[config.mk]
export PLATFORM = sky130hd
export DESIGN_NAME = gol_frame_scheduler_flat
export DESIGN_NICKNAME = d
export VERILOG_FILES = /design/src/rtl/gol_frame_scheduler_if.sv /design/src/rtl/gol_frame_scheduler.sv /design/src/flat_wrapper.sv
export SDC_FILE = /design/constraint.sdc
export NUM_CORES = 1
export LEC_CHECK = 0
export BUFFER_PORTS_ARGS = -buffer_cell sky130_fd_sc_hd__buf_2
export CAP_MARGIN = 5
export CORE_MARGIN = 3
export CORE_UTILIZATION = 50
export CTS_CLUSTER_DIAMETER = 150
export DETAILED_ROUTE_END_ITERATION = 10
export PLACE_DENSITY = 0.84
export RECOVER_POWER = 50
export SLEW_MARGIN = 20
export SYNTH_ARGS = -nofsm -noshare
export SYNTH_HDL_FRONTEND = slang
export SYNTH_SLANG_ARGS = --single-unit
export TNS_END_PERCENT = 10
[constraint.sdc]
create_clock -name clk -period 5.68 [get_ports clk]
set_input_delay 1.136 -clock clk [delete_from_list [all_inputs] [get_ports clk]]
set_output_delay 1.136 -clock clk [all_outputs]
set_load 0.05 [all_outputs]
[src/rtl/gol_frame_scheduler_if.sv]
// Engine and cell-memory port bundle for the life frame scheduler.
// master = scheduler side, slave = engine/RAM side.
interface gol_frame_scheduler_if #(
    parameter int ADDR_W = 12
);
    logic              eng_req;
    logic              eng_we;
    logic [ADDR_W-1:0] eng_addr;
    logic              eng_wdata;
    logic              eng_gnt;
    logic              eng_rdata;
    logic              eng_rvalid;

    logic [ADDR_W:0]   mem_addr;
    logic              mem_we;
    logic              mem_wdata;
    logic              mem_rdata;

    modport master (
        input  eng_req, eng_we, eng_addr, eng_wdata, mem_rdata,
        output eng_gnt, eng_rdata, eng_rvalid, mem_addr, mem_we, mem_wdata
    );

    modport slave (
        output eng_req, eng_we, eng_addr, eng_wdata, mem_rdata,
        input  eng_gnt, eng_rdata, eng_rvalid, mem_addr, mem_we, mem_wdata
    );
endinterface

[src/rtl/gol_frame_scheduler.sv]
// Paces life generations to vertical blank and shares the single-port,
// double-buffered cell RAM between scanout and the update engine.
//
// state       | meaning
// S_IDLE      | waiting for a frame tick that starts a generation
// S_START     | one-cycle gen_start pulse to the engine
// S_RUN       | engine computing; owns the port during blanking
// S_SWAP_WAIT | next page complete; flip display page on next tick
module gol_frame_scheduler #(
    parameter int ADDR_W         = 12,
    parameter int FRAMES_PER_GEN = 30,
    parameter int VB_LINE        = 511
) (
    input  logic              clk,
    input  logic              rst_n,
    input  logic [9:0]        i_counterY,
    input  logic              i_displayZone,
    input  logic [ADDR_W-1:0] i_disp_addr,
    output logic              o_disp_rdata,
    output logic              o_gen_start,
    input  logic              i_gen_done,
    input  logic              i_run,
    input  logic              i_step,
    output logic              o_disp_page,
    output logic [15:0]       o_gen_count,
    output logic              o_busy,
    output logic              o_overrun,
    gol_frame_scheduler_if.master bus
);
    localparam int         FC_W    = (FRAMES_PER_GEN > 1) ? $clog2(FRAMES_PER_GEN) : 1;
    localparam logic [FC_W-1:0] FC_LAST = FC_W'(FRAMES_PER_GEN - 1);
    localparam logic [9:0] VB_Y    = 10'(VB_LINE);

    typedef enum logic [1:0] {S_IDLE, S_START, S_RUN, S_SWAP_WAIT} state_t;

    state_t            r_state, w_state_nxt;
    logic [9:0]        r_prev_y;
    logic [FC_W-1:0]   r_frame_cnt, w_frame_cnt_nxt;
    logic              r_step_pend, w_step_pend_nxt;
    logic              r_disp_page, w_disp_page_nxt;
    logic [15:0]       r_gen_count, w_gen_count_nxt;
    logic              r_overrun, w_overrun_nxt;
    logic              r_eng_rvalid;
    logic              w_tick;
    logic              w_consume;
    logic              w_gnt;

    assign w_tick = (i_counterY == VB_Y) && (r_prev_y != VB_Y);

    always_comb begin
        w_state_nxt     = r_state;
        w_frame_cnt_nxt = r_frame_cnt;
        w_disp_page_nxt = r_disp_page;
        w_gen_count_nxt = r_gen_count;
        w_overrun_nxt   = r_overrun;
        w_consume       = 1'b0;
        case (r_state)
            S_IDLE: begin
                if (w_tick) begin
                    if (r_step_pend || (i_run && r_frame_cnt == FC_LAST)) begin
                        w_state_nxt     = S_START;
                        w_frame_cnt_nxt = '0;
                        w_consume       = 1'b1;
                    end else if (i_run) begin
                        w_frame_cnt_nxt = r_frame_cnt + 1'b1;
                    end
                end
            end
            S_START: w_state_nxt = S_RUN;
            S_RUN: begin
                // a tick coinciding with done is spent; the swap waits for the next one
                if (i_gen_done) begin
                    w_state_nxt = S_SWAP_WAIT;
                end else if (w_tick) begin
                    w_overrun_nxt = 1'b1;
                end
            end
            S_SWAP_WAIT: begin
                if (w_tick) begin
                    w_disp_page_nxt = ~r_disp_page;
                    w_gen_count_nxt = r_gen_count + 16'd1;
                    w_state_nxt     = S_IDLE;
                end
            end
            default: w_state_nxt = S_IDLE;
        endcase
        // a step arriving on the consuming tick is kept for the following one
        w_step_pend_nxt = (r_step_pend & ~w_consume) | i_step;
    end

    always_ff @(posedge clk or negedge rst_n) begin
        if (!rst_n) begin
            r_state      <= S_IDLE;
            r_prev_y     <= '0;
            r_frame_cnt  <= '0;
            r_step_pend  <= 1'b0;
            r_disp_page  <= 1'b0;
            r_gen_count  <= '0;
            r_overrun    <= 1'b0;
            r_eng_rvalid <= 1'b0;
        end else begin
            r_state      <= w_state_nxt;
            r_prev_y     <= i_counterY;
            r_frame_cnt  <= w_frame_cnt_nxt;
            r_step_pend  <= w_step_pend_nxt;
            r_disp_page  <= w_disp_page_nxt;
            r_gen_count  <= w_gen_count_nxt;
            r_overrun    <= w_overrun_nxt;
            r_eng_rvalid <= w_gnt & ~bus.eng_we;
        end
    end

    assign w_gnt = bus.eng_req & ~i_displayZone & (r_state == S_RUN);

    // engine writes always target the hidden page, reads the shown one
    always_comb begin
        bus.mem_addr  = {r_disp_page, i_disp_addr};
        bus.mem_we    = 1'b0;
        bus.mem_wdata = 1'b0;
        if (w_gnt) begin
            bus.mem_addr  = {bus.eng_we ? ~r_disp_page : r_disp_page, bus.eng_addr};
            bus.mem_we    = bus.eng_we;
            bus.mem_wdata = bus.eng_wdata;
        end
    end

    assign bus.eng_gnt    = w_gnt;
    assign bus.eng_rdata  = bus.mem_rdata;
    assign bus.eng_rvalid = r_eng_rvalid;
    assign o_disp_rdata   = bus.mem_rdata;
    assign o_gen_start    = (r_state == S_START);
    assign o_busy         = (r_state != S_IDLE);
    assign o_disp_page    = r_disp_page;
    assign o_gen_count    = r_gen_count;
    assign o_overrun      = r_overrun;
endmodule
[src/flat_wrapper.sv]
// flat-port wrapper written by rule: the top's interface ports become plain ports
module gol_frame_scheduler_flat 
#(
    parameter int ADDR_W         = 12,
    parameter int FRAMES_PER_GEN = 30,
    parameter int VB_LINE        = 511
)
  (clk, rst_n, i_counterY, i_displayZone, i_disp_addr, o_disp_rdata, o_gen_start, i_gen_done, i_run, i_step, o_disp_page, o_gen_count, o_busy, o_overrun, bus_eng_req, bus_eng_we, bus_eng_addr, bus_eng_wdata, bus_mem_rdata, bus_eng_gnt, bus_eng_rdata, bus_eng_rvalid, bus_mem_addr, bus_mem_we, bus_mem_wdata);
  gol_frame_scheduler_if #(.ADDR_W(ADDR_W)) bus_i ();
  input  logic clk;
  input  logic rst_n;
  input  logic [9:0] i_counterY;
  input  logic i_displayZone;
  input  logic [ADDR_W-1:0] i_disp_addr;
  output logic o_disp_rdata;
  output logic o_gen_start;
  input  logic i_gen_done;
  input  logic i_run;
  input  logic i_step;
  output logic o_disp_page;
  output logic [15:0] o_gen_count;
  output logic o_busy;
  output logic o_overrun;
  input wire logic [$bits(bus_i.eng_req)-1:0] bus_eng_req;
  input wire logic [$bits(bus_i.eng_we)-1:0] bus_eng_we;
  input wire logic [$bits(bus_i.eng_addr)-1:0] bus_eng_addr;
  input wire logic [$bits(bus_i.eng_wdata)-1:0] bus_eng_wdata;
  input wire logic [$bits(bus_i.mem_rdata)-1:0] bus_mem_rdata;
  output wire logic [$bits(bus_i.eng_gnt)-1:0] bus_eng_gnt;
  output wire logic [$bits(bus_i.eng_rdata)-1:0] bus_eng_rdata;
  output wire logic [$bits(bus_i.eng_rvalid)-1:0] bus_eng_rvalid;
  output wire logic [$bits(bus_i.mem_addr)-1:0] bus_mem_addr;
  output wire logic [$bits(bus_i.mem_we)-1:0] bus_mem_we;
  output wire logic [$bits(bus_i.mem_wdata)-1:0] bus_mem_wdata;
  assign bus_i.eng_req = bus_eng_req;
  assign bus_i.eng_we = bus_eng_we;
  assign bus_i.eng_addr = bus_eng_addr;
  assign bus_i.eng_wdata = bus_eng_wdata;
  assign bus_i.mem_rdata = bus_mem_rdata;
  assign bus_eng_gnt = bus_i.eng_gnt;
  assign bus_eng_rdata = bus_i.eng_rdata;
  assign bus_eng_rvalid = bus_i.eng_rvalid;
  assign bus_mem_addr = bus_i.mem_addr;
  assign bus_mem_we = bus_i.mem_we;
  assign bus_mem_wdata = bus_i.mem_wdata;
  gol_frame_scheduler #(.ADDR_W(ADDR_W), .FRAMES_PER_GEN(FRAMES_PER_GEN), .VB_LINE(VB_LINE)) u_core (.clk(clk), .rst_n(rst_n), .i_counterY(i_counterY), .i_displayZone(i_displayZone), .i_disp_addr(i_disp_addr), .o_disp_rdata(o_disp_rdata), .o_gen_start(o_gen_start), .i_gen_done(i_gen_done), .i_run(i_run), .i_step(i_step), .o_disp_page(o_disp_page), .o_gen_count(o_gen_count), .o_busy(o_busy), .o_overrun(o_overrun), .bus(bus_i));
endmodule
==> out/qor.txt, run 1 <==
Post-cts resize count: 0
Synth Instances: 166
Failing checks: capacitance limit, slew limit
FILL cells: 303
First-pass GRT wire length: 6672 um
Post-route ant nets: 0
Maximum number of pins on one net before global-route repair: 38
Core area: 0.003442 sq mm
CTS max path bufs: 2
Initial Utilization: 53.36%
Vias in the first global route: 1,528
Count of cell types in the netlist: 37
Crit path cell chain: buf_2 -> and3b_1 -> and2_1 -> xor2_1 -> buf_2
Max-slew violations: 38
Seq/Total Area, Yosys: 50.41%
Dpl cell area: 0.002251 sq mm
Routed length per instance: 13.81 um
IO Port Bufs: 79
I/O pins: 83
H-Tree Level Count: 2
Chip Width: 66.61 um
Setup violators final: 0
Slew headroom: -26.75%
Initial antenna violation count: 0
Post-CTS Setup Inserts: 0
Nets: 298
All-Layer GR Usage: 20.03%
Worst-margin pin slew: 1.901 ns
Area Growth Syn to Fin: 26.02%
Cell Pwr Density: 291.3 mW/mm^2
Hold path depth: 1
FF-to-FF End: u_core.r_frame_cnt[4]
# rows: 21
Hold path endpoint: u_core.o_gen_count[8]
Gp weighted congestion: 0.7855
Worst EP arrival: 2.45 ns
Global route overflow: 0
Ys async rst share: 100.0%
Die height: 66.61 um
Synthesized area: 0.001837 sq mm
Vias/cell: 5.307
Hold-fix buffers at CTS: 0
Fin crit share: 63.17%
DRT iter0 DRCs: 115
Syn Area/Cell: 11.06 sq um
Most frequent CP cell: buf_2
Fin. Hold Viols: 0
Time the worst path needs with I/O delays and setup: 3.588 ns
Setup TNS: 0 ns
DR vias: 1,555
Diode count: 0
Outcome: finished with violations
Setup CP Type: in2out
Critical Path RT: 4.54 ns
Critical R2R Launch: u_core.r_state[0]
Clock Skew: 0.01112 ns
VDD IR-drop max: 0.1606 mV
CTS tree: done
Worst reg2reg path depth: 6
Ys Warns: 0
Internal reg-to-reg setup slack: 3.53 ns
# DRC: 0
Clk root buf: clkbuf_8
Post-synth EDFFs: 0
Yosys reg bits: 37
Fmax: 278.7 MHz
Worst skew pair latency: 0.30 ns
Syn_nets: 218
Full die area: 0.004437 sq mm
Worst-path clk slew: 0.07 ns
Static Leak: 1.203 nW
Max Cap Violations: 1
Routed WL: 4047 um
Post-DP HPWL: 3137 um
Worst Setup Start Kind: input port
Slowest CP cell: and3b_1
Crit path largest cell delay: 0.55 ns
CP Max Fanout: 16
CTS Buf Count: 5
Worst hold path type: reg2reg
CP endpoint kind: output pin
First-pass detailed-route iteration total: 4
CTS sink count: 37
Final Cell Area: 0.002315 sq mm
Min-Delay Startpoint: u_core.o_gen_count[8]
RSZ-0062 raised after global routing: no
Layout cells sized above 1: 35.63%
Post-synth top flop: dfrtp_1
## metrics by stage
stage / std cells / setup slack [ns] / util [%] / power (mW) / hold slack [ns]
3_3_place_gp: 285 / 2.120 / 65.39 / 0.5005 / 0.4520
5_1_grt: 293 / 2.004 / 67.25 / 0.7036 / 0.4996
3_5_place_dp: 285 / 2.083 / 65.39 / 0.5049 / 0.4700
4_1_cts: 293 / 2.072 / 67.90 / 0.6812 / 0.4923
2_1_floorplan: 166 / 1.686 / - / 0.4558 / 0.4945
6_report: 293 / 2.092 / 67.25 / 0.6742 / 0.4901
## synth_stat cells, types with 2 or more instances
cell	instances	area, sq um
a21o_1	2	15.01
and2_1	2	12.51
and3_1	3	18.77
buf_4	2	15.01
dfrtp_1	37	925.9
ha_1	8	100.1
inv_1	8	30.03
mux2_2	13	146.4
nand2_1	18	67.56
nand3_1	6	30.03
nand4_1	6	37.54
nor2_1	7	26.28
nor3_1	4	20.02
nor4_1	6	37.54
o211ai_1	2	15.01
o21ai_0	3	15.01
or4_1	4	30.03
xnor2_1	8	70.07
xor2_1	9	78.83
## flip-flops by register name, summed over array words and instances, names as in the netlist
register / cells
u_core.r_state: 2
u_core.r_frame_cnt: 5
u_core.o_overrun: 1
u_core.o_disp_page: 1
u_core.bus.eng_rvalid: 1
u_core.o_gen_count: 16
u_core.r_step_pend: 1
u_core.r_prev_y: 10
## cell type report
type,count,area (sq um),share of cell area [%]
timing repair buffer,79,377.9,16.32
tap,46,57.56,2.486
clock inverter,3,17.52,0.7568
multi-input combinational,115,837.1,36.16
clock buffer,5,68.82,2.973
sequential,37,925.9,40.00
inverter,8,30.03,1.297
## cells in the final DEF, fill, tap and decap left out, drive strengths merged, types with 2 or more instances in the layout
master,count
or4,4
mux2,13
xor2,9
ha,8
nor3,4
dfrtp,37
buf,65
nor2,7
clkinv,2
xnor2,8
and2,2
o21ai,3
nand4,6
nor4,6
nand2,18
a21o,2
clkbuf,19
nand3,7
inv,8
and3,3
o211ai,2
## logic make-up after synthesis
family	count (synthesis)	share of synthesized area, %
simple gates	63	18.73
mux	14	8.515
compound gates	13	5.041
buf+inv	14	3.746
xor+xnor	17	8.107
fa+ha+maj	8	5.450
flops	37	50.41
## worst max-delay path by stage
stage,cells after the start,startpoint,endpoint
finish,5,i_displayZone,bus_mem_addr[12]
global placement,5,i_displayZone,bus_mem_addr[12]
floorplan,4,i_displayZone,bus_mem_addr[12]
CTS,5,i_displayZone,bus_mem_addr[12]
detailed placement,5,i_displayZone,bus_mem_addr[12]
global route,5,i_displayZone,bus_mem_addr[12]
## power by group
part	switching (mW)	leakage (nW)	total, mW	internal, mW
clock network	0.0927	0.0439	0.177	0.0845
registers	0.00921	0.463	0.286	0.277
logic	0.140	0.696	0.211	0.0709
## per-layer routing
metal | global-route usage (%) | share of wire [%] | up-vias
met1 | 22.73 | 39 | 725
met5 | 0 | 0 | -
li1 | - | - | 741
met3 | 6.071 | 9.5 | 10
met4 | 8.629 | 2.8 | 0
met2 | 34.53 | 48 | 79
## critical path, delay by kind of cell
| family | cells | cell delay, ns |
|---|---|---|
| xor+xnor | 1 | 0.16 |
| buf+inv | 2 | 0.37 |
| simple gates | 2 | 0.78 |
No activity file was read; power rests on OpenSTA's default activity.
==> run 2, diff against run 1 <==
CORE_UTILIZATION = 42   (was 50)
PLACE_DENSITY = 0.76   (was 0.84)
clock period = 3.21 ns   (was 5.68 ns; I/O delays follow)
==> out/qor.txt, run 2 (synthesis results as in run 1) <==
DR vias: 1,504 (was 1,555)
Most common cell after layout, fill and taps aside: buf_2 (unchanged)
FILL cells: 375 (was 303)
Clk root buf: clkbuf_8 (unchanged)
Setup TNS: 0 ns (unchanged)
First-pass detailed-route iteration total: 5 (was 4)
Top delay family on crit path: simple AND/OR/NAND/NOR gates (unchanged)
CP Max Fanout: 16 (unchanged)
Worst Setup Start Kind: register (was input port)
Max FFs per register: 16 (unchanged)
CTS Buf Count: 5 (unchanged)
Layout cells sized above 1: 35.77% (was 35.63%)
Fin cells: 296 (was 293)
Core area: 0.004115 sq mm (was 0.003442 sq mm)
Post-route ant nets: 0 (unchanged)
Gp weighted congestion: 0.7548 (was 0.7855)
RSZ-0062 raised after global routing: no (unchanged)
Max Cap Violations: 1 (unchanged)
Crit path buffers/inverters: 2 (unchanged)
Diode count: 0 (unchanged)
Clk pwr share: 24.6% (was 26.3%)
H-Tree Level Count: 2 (unchanged)
CTS sink count: 37 (unchanged)
Slew headroom: -28.54% (was -26.75%)
Fmax: 350.1 MHz
Fin crit share: 88.98%
Sw Pwr: 0.4080 mW (was 0.2420 mW)
Reg power frac: 43.4% (was 42.4%)
Clock Skew: 0.005330 ns (was 0.01112 ns)
Routed WL: 3818 um (was 4047 um)
Cell Pwr Density: 502.6 mW/mm^2 (was 291.3 mW/mm^2)
Die height: 72.13 um (was 66.61 um)
Full die area: 0.005203 sq mm (was 0.004437 sq mm)
Initial antenna violation count: 0 (unchanged)
Failing checks: capacitance limit, slew limit (unchanged)
Crit path largest cell delay: 0.54 ns (was 0.55 ns)
Net Sw Frac: 34.99% (was 35.90%)
Max-slew violations: 38 (unchanged)
Vias/cell: 5.081 (was 5.307)
Vias in the first global route: 1,448 (was 1,528)
Nets: 299 (was 298)
CP endpoint kind: output pin (unchanged)
Worst-margin pin slew: 1.928 ns (was 1.901 ns)
# rows: 23 (was 21)
Fin. Hold Viols: 0 (unchanged)
Comb power frac: 32.0% (was 31.3%)
Slowest CP cell: and3b_1 (unchanged)
Area Growth Syn to Fin: 26.29% (was 26.02%)
Critical Path RT: 2.57 ns (was 4.54 ns)
CTS max path bufs: 2 (unchanged)
Setup violators final: 0 (unchanged)
First-pass GRT wire length: 6258 um (was 6672 um)
I/O pins: 83 (unchanged)
Crit path cell chain: inv_1 -> ha_1 -> and3b_1 -> and2_1 -> xor2_1 -> buf_2 (was buf_2 -> and3b_1 -> and2_1 -> xor2_1 -> buf_2)
Most frequent cells in the layout: 65 x buf_2, 37 x dfrtp_1, 18 x nand2_1 (unchanged)
Worst skew pair latency: 0.28 ns (was 0.30 ns)
Power Internal: 0.7579 mW (was 0.4322 mW)
IO Port Bufs: 79 (unchanged)
All-Layer GR Usage: 15.06% (was 20.03%)
Routed length per instance: 12.90 um (was 13.81 um)
Worst EP arrival: 2.21 ns (was 2.45 ns)
Post-DP HPWL: 3003 um (was 3137 um)
Post-CTS Setup Inserts: 0 (unchanged)
Post-cts resize count: 0 (unchanged)
Time the worst path needs with I/O delays and setup: 2.856 ns
Worst-path clk slew: 0.07 ns (about the same)
Worst hold path type: reg2reg (unchanged)
Global route overflow: 0 (unchanged)
Cells after DPL: 290 (was 285)
Hold-fix buffers at CTS: 0 (unchanged)
Outcome: finished with violations (unchanged)
VDD IR-drop max: 0.2676 mV (was 0.1606 mV)
# DRC: 0 (unchanged)
Static Leak: 1.206 nW (was 1.203 nW)
Initial Utilization: 44.63% (was 53.36%)
Maximum number of pins on one net before global-route repair: 38 (unchanged)
Chip Width: 72.13 um (was 66.61 um)
Setup CP Type: reg2out (was in2out)
DRT iter0 DRCs: 94 (was 115)
CTS tree: done (unchanged)
## run 2: changes by cell type in the layout (fill, tap and decap cells not counted), sizes merged
cell / previous run / this run
clkinv: 2 / 1
clkinvlp: 1 / 0
buf: 65 / 66
## run 2: path summary, 6_finish.rpt
kind | slack [ns] | startpoint | depth (start not counted) | end
setup / recovery | 0.35 | u_core.r_state[0] | 6 | bus_mem_addr[12]
hold reg to reg | 0.47 | u_core.o_gen_count[15] | 1 | u_core.o_gen_count[15]
hold / removal | 0.47 | u_core.o_gen_count[15] | 1 | u_core.o_gen_count[15]
max in group asynchronous | 1.21 | rst_n | 1 | u_core.o_gen_count[14]
setup reg to reg | 1.10 | u_core.r_state[0] | 6 | u_core.r_frame_cnt[4]
min in group asynchronous | 0.90 | rst_n | 1 | u_core.o_gen_count[12]
## run 2: per-layer routing
layer  vias up  wire (um)  track usage [%]  share of wire (%)
li1        739          -                -                  -
met1       695       1654            18.84                 43
met2        68       1832            25.88                 48
met3         2        307            3.047                8.0
met4         0         23            5.010               0.60
met5         -          0                0                  0
## run 2: power by group through the flow
stage | clock network (mW) | logic [mW] | registers (mW)
global route | 0.315 | 0.402 | 0.509
global placement | 0 | 0.372 | 0.514
CTS | 0.301 | 0.379 | 0.506
detailed placement | 0 | 0.379 | 0.514
finish | 0.287 | 0.373 | 0.506
floorplan | 0 | 0.289 | 0.518
## run 2: layout make-up
| cell class | instances | area [sq um] | share of cell area [%] |
|---|---|---|---|
| repair buffers | 80 | 385.4 | 16.61 |
| clock inverters | 1 | 5.005 | 0.2158 |
| flip-flops and latches | 37 | 925.9 | 39.91 |
| well taps | 50 | 62.56 | 2.697 |
| inverters | 8 | 30.03 | 1.295 |
| clock buffers | 5 | 68.82 | 2.967 |
| multi-input cells | 115 | 842.1 | 36.30 |
## run 2: worst register-to-register path, delay by kind of cell, from the launching register on
kind                     cells  cell delay, ns
flip-flops                   1            0.40
AO/OA/AOI/OAI                2            0.19
AND/OR/NAND/NOR              2            1.08
buffers and inverters        1            0.13
adder cells (fa/ha/maj)      1            0.23
## run 2: metrics by stage
step	hold WS, ns	power [mW]	setup WS [ns]	instance area [sq um]	utilization [%]
6_report	0.4666	1.166	0.3536	2320	56.37
5_1_grt	0.4715	1.226	0.1899	2320	56.37
4_1_cts	0.4681	1.185	0.3222	2337	56.80
3_5_place_dp	0.4590	0.8932	0.6068	2263	55.00
3_3_place_gp	0.4524	0.8860	0.6423	2263	55.00
2_1_floorplan	0.3464	0.8065	0.2035	1837	-
